## src/rtl/linha_envase_param.sv

```systemverilog
// rtl/linha_envase_param.sv - bottling-line filling-station controller
// Stock, run control, fill FSM with timeout, QC handshake and batch counting.
module linha_envase_param #(
  parameter int STOCK_W      = 8,
  parameter int STOCK_MAX    = 99,
  parameter int BATCH        = 12,
  parameter int BATCH_W      = 8,
  parameter int REJ_W        = 8,
  parameter int FILL_TIMEOUT = 50
) (
  input  logic                       CLK,
  input  logic                       reset,
  input  logic                       start_pulse,
  input  logic                       add_pulse,
  input  logic                       garrafa,
  input  logic                       cheia,
  input  logic                       aprovado,
  input  logic                       reprovado,
  output logic                       running,
  output logic                       motor,
  output logic                       valvula,
  output logic                       descartado,
  output logic [STOCK_W-1:0]         estoque,
  output logic [$clog2(BATCH)-1:0]   lote_parcial,
  output logic [BATCH_W-1:0]         lotes,
  output logic [REJ_W-1:0]           rejeitados,
  output logic                       alarme_estoque,
  output logic                       alarme_timeout
);
  localparam int LP_W  = $clog2(BATCH);
  localparam int TMR_W = $clog2(FILL_TIMEOUT + 1);

  typedef enum logic [2:0] {IDLE, FEED, FILL, CHECK, DISCARD, ADVANCE, FAULT} state_t;

  state_t             state, state_n;
  logic [TMR_W-1:0]   timer;
  logic               consume;
  logic               running_n;
  logic [STOCK_W-1:0] estoque_n;

  // Input priority inside FILL: cheia beats bottle loss, which beats the timer.
  always_comb begin
    state_n = state;
    consume = 1'b0;
    case (state)
      IDLE:    if (running && estoque != '0) state_n = FEED;
      FEED:    if (garrafa) begin
                 state_n = FILL;
                 consume = 1'b1;
               end
      FILL:    if (cheia) state_n = CHECK;
               else if (!garrafa || timer == TMR_W'(FILL_TIMEOUT - 1)) state_n = FAULT;
      CHECK:   if (reprovado) state_n = DISCARD;
               else if (aprovado) state_n = ADVANCE;
      DISCARD: state_n = ADVANCE;
      ADVANCE: if (!garrafa) state_n = IDLE;
      FAULT:   if (start_pulse) state_n = IDLE;
      default: state_n = IDLE;
    endcase
  end

  // A fault kills the run request; the clearing pulse does not re-arm it.
  always_comb begin
    running_n = running;
    if (state == FAULT || state_n == FAULT) running_n = 1'b0;
    else if (start_pulse) running_n = !running;
  end

  always_comb begin
    estoque_n = estoque;
    if (add_pulse && !consume) begin
      if (estoque != STOCK_W'(STOCK_MAX)) estoque_n = estoque + 1'b1;
    end else if (consume && !add_pulse) begin
      estoque_n = estoque - 1'b1;
    end
  end

  always_ff @(posedge CLK) begin
    if (!reset) begin
      state          <= IDLE;
      timer          <= '0;
      running        <= 1'b0;
      motor          <= 1'b0;
      valvula        <= 1'b0;
      descartado     <= 1'b0;
      estoque        <= '0;
      lote_parcial   <= '0;
      lotes          <= '0;
      rejeitados     <= '0;
      alarme_estoque <= 1'b0;
      alarme_timeout <= 1'b0;
    end else begin
      state          <= state_n;
      running        <= running_n;
      estoque        <= estoque_n;
      motor          <= (state_n == FEED) || (state_n == ADVANCE);
      valvula        <= (state_n == FILL);
      descartado     <= (state_n == DISCARD);
      alarme_timeout <= (state_n == FAULT);
      alarme_estoque <= (state_n == IDLE) && running_n && (estoque_n == '0);

      if (state == FILL && state_n == FILL) timer <= timer + 1'b1;
      else timer <= '0;

      if (state == CHECK && state_n == DISCARD && rejeitados != '1)
        rejeitados <= rejeitados + 1'b1;

      if (state == CHECK && state_n == ADVANCE) begin
        if (lote_parcial == LP_W'(BATCH - 1)) begin
          lote_parcial <= '0;
          lotes        <= lotes + 1'b1;
        end else begin
          lote_parcial <= lote_parcial + 1'b1;
        end
      end
    end
  end
endmodule

```

## config.mk

```make
export PLATFORM = sky130hd
export DESIGN_NAME = linha_envase_param
export DESIGN_NICKNAME = d
export VERILOG_FILES = /design/src/rtl/linha_envase_param.sv
export SDC_FILE = /design/constraint.sdc
export NUM_CORES = 1
export LEC_CHECK = 0
export ABC_AREA = 1
export CORE_UTILIZATION = 53
export CTS_CLUSTER_DIAMETER = 100
export DETAILED_ROUTE_END_ITERATION = 10
export GPL_ROUTABILITY_DRIVEN = 0
export PLACE_DENSITY = 0.91
export SYNTH_ARGS = -nofsm -noshare
export SYNTH_HDL_FRONTEND = slang
export SYNTH_SLANG_ARGS = --single-unit
```

## constraint.sdc

```tcl
create_clock -name CLK -period 2.55 [get_ports CLK]
set_clock_uncertainty 0.2 [all_clocks]
set_input_delay 0.3825 -clock CLK [delete_from_list [all_inputs] [get_ports CLK]]
set_output_delay 0.3825 -clock CLK [all_outputs]
set_load 0.01 [all_outputs]
```

==> impl_results.md, run 1 <==
- Outcome: finished clean
- Main synth FF type: dfxtp_1
- Slew HR: 70.87%
- Fin nets: 421
- Root Buffer: clkbuf_8
- HP Class: register to register
- F_max: 0.4620 GHz
- Clock sink count: 43
- Total power: 1360 uW
- Finished Cell Area: 3010 sq um
- Cell Pwr Density: 451.7 nW/um^2
- Critical path launch point type: register
- Synth cell types: 34
- Sequential cell area: 860.8 sq um
- Die W: 70.34 microns
- Initial antenna violation count: 0
- Top Ports: 42
- Synth area leader: dfxtp_1
- Clock Tree Buf Depth: 2
- Number of DRC markers in iteration 0: 169
- PnR worst setup slack: 0.3853 ns
- Cell area after placement: 2925 sq um
- CP max stage delay: 0.49 ns
- Peak VDD IR: 0.3800 mV
- Final setup violating endpoints: 0
- Fin Hold WS: 0.2665 ns
- Dpl hpwl: 4194 microns
- CTS Hold Buffers Added: 0
- Clock Latency Late Sink: 0.31 ns
- Post-synthesis sequential area ratio: 34.78%
- Via Count: 2,459
- Sw Pwr: 397.2 uW
- Drt drc: 0
- Asr flop ratio synth: 0%
- Area growth syn-to-layout: 21.64%
- Switching share of power: 29.21%
- Vias in the first global route: 2,251
- Gate power share: 15.9%
- Ranking of synthesized cells by area: dfxtp_1, nand2_1, nor2_1, inv_1, nand3_1
- Reg2Reg Setup Slack: 0.39 ns
- Drt first pass iters: 5
- Slew @ Worst Pin: 0.4336 ns
- GRT Util Overall: 24.19%
- Routed WL per cell: 12.42 microns
- FP Rows: 24
- Num CTS Buffers: 5
- CP Cell Sequence: inv_1 > ha_1 > nand2_1 > o21ai_2 > nand2_1 > nand2_4 > nor2_8 > nand2_2 > o21ai_1 > a21oi_1
- Clk network pwr share: 32.0%
- CP arrival: 2.17 ns
- Post-CTS resize count: 0
- Multi-input gate area: 1398 sq um
- Period utilisation layout: 84.89%
- Core area: 4414 sq um
- WP data required: 2.55 ns
- Die Y: 70.34 microns
- Grt total ovfl: 0
- Seq cells post-synth: 43
- Crit Path Max Fanout: 10
- Number of flops mapped to enable cells by yosys: 0
- Inserted Diodes: 0
- Power Internal: 962.6 uW
- Mapped Nets: 377
- Average size of a mapped cell: 6.837 sq um
- Die area: 4947 sq um
- PortBufs: 41
- Clock period minus worst slack: 2.165 ns
- Initial Util: 56.07%
- Static leakage: 0.001286 uW
- Pre-CTS WS: 0.1794 ns
- Setup Buffers After CTS: 0
- Synthesized area: 2475 sq um
- Via/cell ratio: 5.357
- RSZ-0062 raised after global routing: false
- Yosys warns: 0
- Critical path's slowest cell: dfxtp_1
- Pin count of the biggest net entering global routing: 15
- Layout cells sized above 1: 9.828%
- Cell count after synthesis: 362
- CP dominant cell by count: nand2_1
- Reg power frac: 52.1%
- Filler cell count: 371
- Most frequent cells in the layout: nand2_1, nor2_1, dfxtp_1, clkdlybuf4s50_1, inv_1
- Critical Path End Type: register
- Critical path type: register to register
- Top cell type's share of synthesized area: 34.78%
- Fin. Hold Viols: 0
- ANT nets after route: 0
- Max-cap violations: 0
- Pins over their slew limit: 0
- Global-route wire length before repair: 9625 microns
- TNS Setup: 0 ns
- H-tree depth: 2
- Worst-path clk slew: 0.08 ns
- Commonest non-fill, non-tap cell in the layout: nand2_1
- Final WL: 5699 microns
- CTS tree: yes
## cells in the mapped netlist, types with 2 or more instances
cell type / n
o21ai_1: 7
nand3_2: 4
xnor2_1: 2
inv_1: 39
xor2_1: 9
clkbuf_1: 3
nor2_1: 59
o21ai_2: 2
dfxtp_1: 43
o21ai_0: 9
nand2_4: 2
a21oi_1: 23
nor4_1: 2
nand3_1: 29
nand4_1: 9
nor3_1: 6
inv_2: 4
buf_2: 2
nor2_4: 3
nand2_1: 75
nand2_2: 5
nor3b_1: 2
buf_6: 3
nor2_2: 3
a21oi_2: 2
ha_1: 7
## metal layers
layer | wire length, microns | share of wire (%) | vias up | track usage [%]
met3 | 368 | 6.5 | 15 | 5.772
met2 | 2771 | 49 | 88 | 41.59
met4 | 115 | 2.0 | 0 | 10.89
met5 | 0 | 0 | - | 0
met1 | 2443 | 43 | 1104 | 28.20
li1 | - | - | 1252 | -
## final cells by class
type | count | area share, %
Clock buffer | 6 | 2.411
Tap cell | 52 | 2.161
Inverter | 43 | 5.362
Multi-Input combinational cell | 268 | 46.43
Timing Repair Buffer | 45 | 14.63
Clock inverter | 2 | 0.4156
Sequential cell | 43 | 28.60
## path summary, 6_finish.rpt
kind / from / endpoint / cells past startpoint
setup / recovery: estoque[0] / lotes[5] / 10
hold / removal: timer[0] / timer[0] / 1
setup reg to reg: estoque[0] / lotes[5] / 10
hold reg to reg: timer[0] / timer[0] / 1
## kinds of logic after synthesis
logic type	after synthesis	synth area share [%]
buffers and inverters	51	8.746
xor gates and xnor gates	11	3.893
adders and majority gates	7	3.539
AOI/OAI and AO/OA	45	9.859
DFF	43	34.78
and+or+nand+nor	205	39.18
## critical path, delay by kind of cell, from the launching register on
family	cells	cell delay [ns]
AND/OR/NAND/NOR	5	0.69
adder cells (fa/ha/maj)	1	0.27
flip-flops	1	0.49
buffers and inverters	1	0.13
AO/OA/AOI/OAI	3	0.27
## state kept, by name, indices dropped and copies added (netlist names)
register,flops
estoque,8
timer,6
state,3
running,1
rejeitados,8
descartado,1
valvula,1
alarme_estoque,1
lotes,8
alarme_timeout,1
lote_parcial,4
motor,1
## per-stage QoR
step	utilization, %	std cells
floorplan	-	362
global placement	66.27	451
finish	68.20	459
detailed placement	66.27	451
CTS	68.20	459
global route	68.20	459
## power by group through the flow
stage | Combinational, uW | Clock [uW] | Sequential, uW
5_1_grt | 241 | 476 | 711
3_3_place_gp | 205 | 0 | 723
6_report | 216 | 435 | 708
4_1_cts | 215 | 447 | 707
2_1_floorplan | 144 | 0 | 722
3_5_place_dp | 211 | 0 | 723
(Power assumes the default switching activity.)
==> run 2: changes to the inputs <==
Settings changed: CORE_UTILIZATION 53 to 48, PLACE_DENSITY 0.91 to 0.87.
Clock period 2.55 ns to 1.8 ns, I/O delays scaled along.
==> run 2 against run 1 <==
Die area up 10%. Clock power up 87%. Total power up 75%. Sequential cell count unchanged. Highest routed layer unchanged. Largest power group unchanged. The run now ends with setup timing left. Fmax up 7.8%.
==> impl_results.md, run 2 (synthesis results as in run 1) <==
- Fin. Hold Viols: 0 (unchanged)
- Clock sink count: 43 (unchanged)
- Core area: 4848 sq um (+9.8%)
- H-tree depth: 2 (unchanged)
- Period utilisation layout: 111.6% (+27 points)
- PortBufs: 41 (unchanged)
- Vias in the first global route: 2,830 (+26%)
- Root Buffer: clkbuf_8
- Finished Cell Area: 3842 sq um (+28%)
- TNS Setup: -2.102 ns (-2.102 ns)
- Reg-to-reg startpoint: state[0]
- Cell area after placement: 3398 sq um (+16%)
- Worst hold start: timer[0]
- Inserted Diodes: 0 (unchanged)
- Initial Util: 51.05% (-5.0 points)
- Die area: 5447 sq um (+10%)
- Die Y: 73.81 microns (+4.9%)
- Crit-path leading delay family: simple AND/OR/NAND/NOR gates
- Top Registers: estoque x8, lotes x8, rejeitados x8
- CTS tree: yes
- Die W: 73.81 microns (+4.9%)
- Via Count: 3,081 (+25%)
- Critical Path End Type: register
- Clock Latency Late Sink: 0.31 ns (about the same)
- Failing checks: setup timing
- Initial antenna violation count: 0 (unchanged)
- WP buf/inv: 2 (+1)
- Layout cells sized above 1: 35.44% (+26 points)
- Pin count of the biggest net entering global routing: 17 (+2)
- Worst flop-to-flop path endpoint: alarme_estoque
- Max-cap violations: 0 (unchanged)
- Via/cell ratio: 5.695 (+6.3%)
- RSZ-0062 raised after global routing: true
- Num CTS Buffers: 5 (unchanged)
- Static leakage: 0.001725 uW (+34%)
- Peak VDD IR: 0.5968 mV (+57%)
- CP Cell Sequence: inv_2 > nor2_4 > buf_4 > nand4_1 > nand2_1 > nand2_2 > a21oi_2 > nand2_1 > nor2_1 > nand3_1 > nor2_1
- WP data required: 1.84 ns (-0.71 ns)
- Clock Tree Buf Depth: 2 (unchanged)
- ANT nets after route: 0 (unchanged)
- Critical path's slowest cell: dfxtp_2
- R2R cell count: 11 (+1)
- Final WL: 9123 microns (+60%)
- Grt total ovfl: 0 (unchanged)
- Dpl hpwl: 4991 microns (+19%)
- Pins over their slew limit: 0 (unchanged)
- Reg2Reg Setup Slack: -0.21 ns (-0.59 ns)
- Outcome: finished, violations left
- Clock period minus worst slack: 2.008 ns (-0.1565 ns)
- CP arrival: 2.05 ns (-0.12 ns)
- Drt first pass iters: 6 (+1)
- Critical path launch point type: register
- Area growth syn-to-layout: 55.26%
- FP Rows: 25 (+4.2%)
- Fin Hold WS: 0.3004 ns (+0.03393 ns)
- Placed cells: 525 (+16%)
- Routed WL per cell: 16.86 microns (+36%)
- Slew HR: 73.30% (+2.4 points)
- Finished Layout Cells: 541 (+18%)
- PnR worst setup slack: -0.2082 ns (-0.5935 ns)
- GRT Util Overall: 29.88% (+5.7 points)
- Global-route wire length before repair: 12,500 microns (+30%)
- Worst hold path depth: 1 (unchanged)
- CTS Hold Buffers Added: 0 (unchanged)
- Final setup violating endpoints: 26 (+26)
- Worst-path clk slew: 0.09 ns (about the same)
- Hold EP: timer[0]
- Slew @ Worst Pin: 0.3968 ns (-0.03675 ns)
- Number of DRC markers in iteration 0: 365 (+120%)
- Drt drc: 0 (unchanged)
- Crit Path Max Fanout: 4 (-6)
- Top Ports: 42 (unchanged)
- Fin nets: 488 (+16%)
- Critical path type: register to register
- F_max: 0.4980 GHz (+7.8%)
- HP Class: register to register
- Commonest non-fill, non-tap cell in the layout: buf_4
- Most frequent cells in the layout: buf_4, nand2_1, nor2_1, inv_1, clkdlybuf4s50_1
- CP max stage delay: 0.37 ns (-0.12 ns)
- Cell Pwr Density: 618.8 nW/um^2 (+37%)
run 2: area by class of cell:
type                       count  area, sq um
clock buffer                   6        82.58
clock inverter                 2        35.03
fill                         295         1006
inverter                      43        163.9
multi-input combinational    270         1640
sequential                    43        889.6
tap                           67        83.83
timing repair buffer         110        947.2
run 2: layer usage:
metal	track usage (%)	vias up	share of wire [%]
met5	0	-	0
met4	14.74	0	5.8
met3	6.584	71	7.0
met2	55.05	197	50
met1	31.85	1421	37
li1	-	1392	-
run 2: how the worst max path moves through the flow:
| stage | to | slack, ns | cells after the start | startpoint |
|---|---|---|---|---|
| finish | alarme_estoque | -0.21 | 11 | state[0] |
| global route | alarme_estoque | -0.29 | 11 | state[0] |
| CTS | alarme_estoque | -0.05 | 11 | estoque[0] |
| detailed placement | rejeitados[3] | -0.40 | 13 | garrafa |
| global placement | rejeitados[5] | -0.32 | 13 | garrafa |
| floorplan | rejeitados[5] | 0.0007 | 12 | estoque[0] |
run 2: through the flow:
| step | setup slack, ns | total power [uW] | utilization [%] |
|---|---|---|---|
| final | -0.2082 | 2378 | 79.25 |
| after global routing | -0.2864 | 2446 | 79.25 |
| after CTS | -0.04673 | 2274 | 75.51 |
| after detailed placement | -0.4007 | 1450 | 70.09 |
| after global placement | -0.3235 | 1438 | 70.09 |
| after floorplan | 0.0006881 | 1228 | - |
run 2: timing repair:
item | 4_1_cts | 5_1_grt
resized for setup | 37 | 52
setup buffers | 4 | 2
pin swaps | 18 | 29
endpoints found under the setup margin | 24 | 41
gates cloned | 2 | 0
run 2: report_power, final:
group	leakage, uW	internal [uW]	switching, uW
combinational	0.00131	256	310
clock	0.0000612	450	363
sequential	0.000355	972	27.2
total	0.00172	1680	700
==> run 3: changes to the inputs <==
Settings changed: GPL_TIMING_DRIVEN set to 0.
==> run 3 against run 2 <==
The run still ends with setup timing left. Utilization down 5.1 points. Non-clock buffer count fell by 38. Clock-buffer cell count rose by 1. Total power is 3.2% lower. Final cell count fell by 7.2%. Sequential share of layout area up 1.7 points. Routed wire length is 20% lower. First-iteration DRC count is 35% lower. Global-route usage down 4.2 points. Register-to-register slack better by 0.13 ns. Design area is 6.4% lower. Largest power group unchanged. Highest routed layer unchanged.
==> impl_results.md, run 3 (synthesis results as in run 1) <==
- Outcome: finished, violations left
- Failing checks: setup timing
- Slew @ Worst Pin: 0.5251 ns (+0.1282 ns)
- Final setup violating endpoints: 14 (-46%)
- Reg-to-reg startpoint: state[2]
- Root Buffer: clkbuf_8
- GRT Util Overall: 25.71% (-4.2 points)
- H-tree depth: 2 (unchanged)
- Top Ports: 42 (unchanged)
- Multi-input gate area: 1663 sq um (+1.4%)
- Worst hold path depth: 5 (+4)
- CP max stage delay: 0.39 ns (+0.02 ns)
- Die area: 5447 sq um (unchanged)
- Layout cells sized above 1: 27.82% (-7.6 points)
- WP data required: 1.79 ns (-0.05 ns)
- Grt total ovfl: 0 (unchanged)
- Worst flop-to-flop path endpoint: lotes[5]
- Initial Util: 51.05% (unchanged)
- Vias in the first global route: 2,527 (-11%)
- PortBufs: 41 (unchanged)
- Fin. Hold Viols: 0 (unchanged)
- Routed WL per cell: 14.62 microns (-13%)
- Die Y: 73.81 microns (unchanged)
- Worst-path clk slew: 0.09 ns (about the same)
- Filler cell count: 327 (+11%)
- Drt drc: 0 (unchanged)
- RSZ-0062 raised after global routing: true
- Fin nets: 449 (-8.0%)
- Most frequent cells in the layout: nand2_1, nor2_1, clkdlybuf4s50_1, inv_1, dfxtp_1
- Final WL: 7337 microns (-20%)
- Clock sink count: 43 (unchanged)
- Clock Tree Buf Depth: 2 (unchanged)
- Core area: 4848 sq um (unchanged)
- Clock Latency Late Sink: 0.31 ns (about the same)
- Cell Pwr Density: 639.9 nW/um^2 (+3.4%)
- Critical Path End Type: register
- CTS tree: yes
- Slew HR: 65.00% (-8.3 points)
- R2R cell count: 10 (-1)
- Inserted Diodes: 0 (unchanged)
- Area growth syn-to-layout: 45.30%
- Sequential cell area: 894.6 sq um (+0.56%)
- F_max: 0.5330 GHz (+7.0%)
- Commonest non-fill, non-tap cell in the layout: nand2_1
- Crit-path leading delay family: simple AND/OR/NAND/NOR gates
- CP arrival: 1.87 ns (-0.18 ns)
- Peak VDD IR: 0.4975 mV (-17%)
- Number of DRC markers in iteration 0: 237 (-35%)
- Via/cell ratio: 5.470 (-3.9%)
- Die W: 73.81 microns (unchanged)
- CP startpoint: state[2]
- Reg2Reg Setup Slack: -0.08 ns (+0.13 ns)
- PnR worst setup slack: -0.07630 ns (+0.1319 ns)
- Critical path type: register to register
- CTS Hold Buffers Added: 0 (unchanged)
- HP Class: input pin to register
- Finished Layout Cells: 502 (-7.2%)
- Placed cells: 470 (-10%)
- Num CTS Buffers: 5 (unchanged)
- Dpl hpwl: 4333 microns (-13%)
- Critical path endpoint: lotes[5]
- Pin count of the biggest net entering global routing: 14 (-3)
- Max-cap violations: 0 (unchanged)
- Pins over their slew limit: 0 (unchanged)
- Via Count: 2,746 (-11%)
- Critical path's slowest cell: dfxtp_4
- Period utilisation layout: 104.2% (-7.3 points)
- Static leakage: 0.001598 uW (-7.3%)
- Levels on crit path: 10 (-1)
- FP Rows: 25 (unchanged)
- CP dominant cell by count: nand2_2
- Crit Path Max Fanout: 6 (+2)
- Critical path launch point type: register
- CP Cell Sequence: inv_4 > nand3_1 > nor2_1 > o21ai_4 > nand2_2 > nand2_4 > nor2_8 > nand2_2 > o21ai_1 > a21oi_1
- ANT nets after route: 0 (unchanged)
- Clock period minus worst slack: 1.876 ns (-0.1319 ns)
- Initial antenna violation count: 0 (unchanged)
- Drt first pass iters: 4 (-2)
- Global-route wire length before repair: 10,810 microns (-14%)
- Total power: 2301 uW (-3.2%)
- WP buf/inv: 1 (-1)
- Top Registers: estoque x8, lotes x8, rejeitados x8
run 3: cell types whose count changed in the layout (fill, tap and decap cells not counted), moves of 3 or more:
cell / before / now
a21oi_1: 19 / 22
dlygate4sd2_1: 4 / 1
buf_4: 64 / 24
inv_2: 7 / 4
clkbuf_1: 0 / 4
nand2_1: 60 / 63
nand2_2: 19 / 14
nor3_4: 0 / 3
inv_4: 1 / 4
run 3: worst min path at each step:
stage	slack, ns	from	to
final	0.29	add_pulse	estoque[3]
after global placement	0.25	timer[0]	timer[0]
after floorplan	0.21	reset	rejeitados[2]
after global routing	0.32	rejeitados[2]	rejeitados[2]
after detailed placement	0.26	timer[0]	timer[0]
after CTS	0.28	timer[0]	timer[0]
run 3: power by group:
| group | internal (uW) | leakage [uW] | switching (uW) |
|---|---|---|---|
| registers | 970 | 0.000356 | 32.9 |
| logic | 179 | 0.00118 | 257 |
| clock network | 499 | 0.0000636 | 363 |
run 3: layout make-up:
cell class | instances | share of cell area (%)
multi-input combinational | 269 | 46.24
tap | 67 | 2.331
timing repair buffer | 65 | 16.77
buffer | 7 | 1.461
clock inverter | 1 | 0.8351
inverter | 43 | 4.767
clock buffer | 7 | 2.714
sequential | 43 | 24.88
run 3: timing repair:
action / in CTS / in global routing
gates resized for setup: 41 / 55
setup buffers: 15 / 8
pin swaps: 15 / 17
gates cloned: 1 / 1
setup endpoints to repair: 31 / 35
run 3: layer usage:
layer	GRT usage, %	share of wire, %	vias to the layer above
li1	-	-	1313
met3	5.350	5.6	35
met1	28.03	39	1286
met4	13.89	3.7	0
met2	46.28	51	112
met5	0	0	-
run 3: worst min-delay path, delay by kind of cell:
family,cells,cell delay [ns]
AO/OA/AOI/OAI,1,0.06
AND/OR/NAND/NOR,3,0.24
buffers and inverters,1,0.19
run 3: metrics by stage:
stage | area, sq um | hold WS (ns) | util, % | worst slack, ns | TNS (ns)
after floorplan | 2486 | 0.2084 | - | 0.0006881 | 0
after global placement | 2980 | 0.2470 | 61.47 | -0.4233 | -10.74
after detailed placement | 2980 | 0.2588 | 61.47 | -0.4584 | -11.32
after CTS | 3361 | 0.2781 | 69.32 | -0.03166 | -0.09518
after global routing | 3596 | 0.3162 | 74.17 | -0.1753 | -2.290
final | 3596 | 0.2892 | 74.17 | -0.07630 | -0.4555
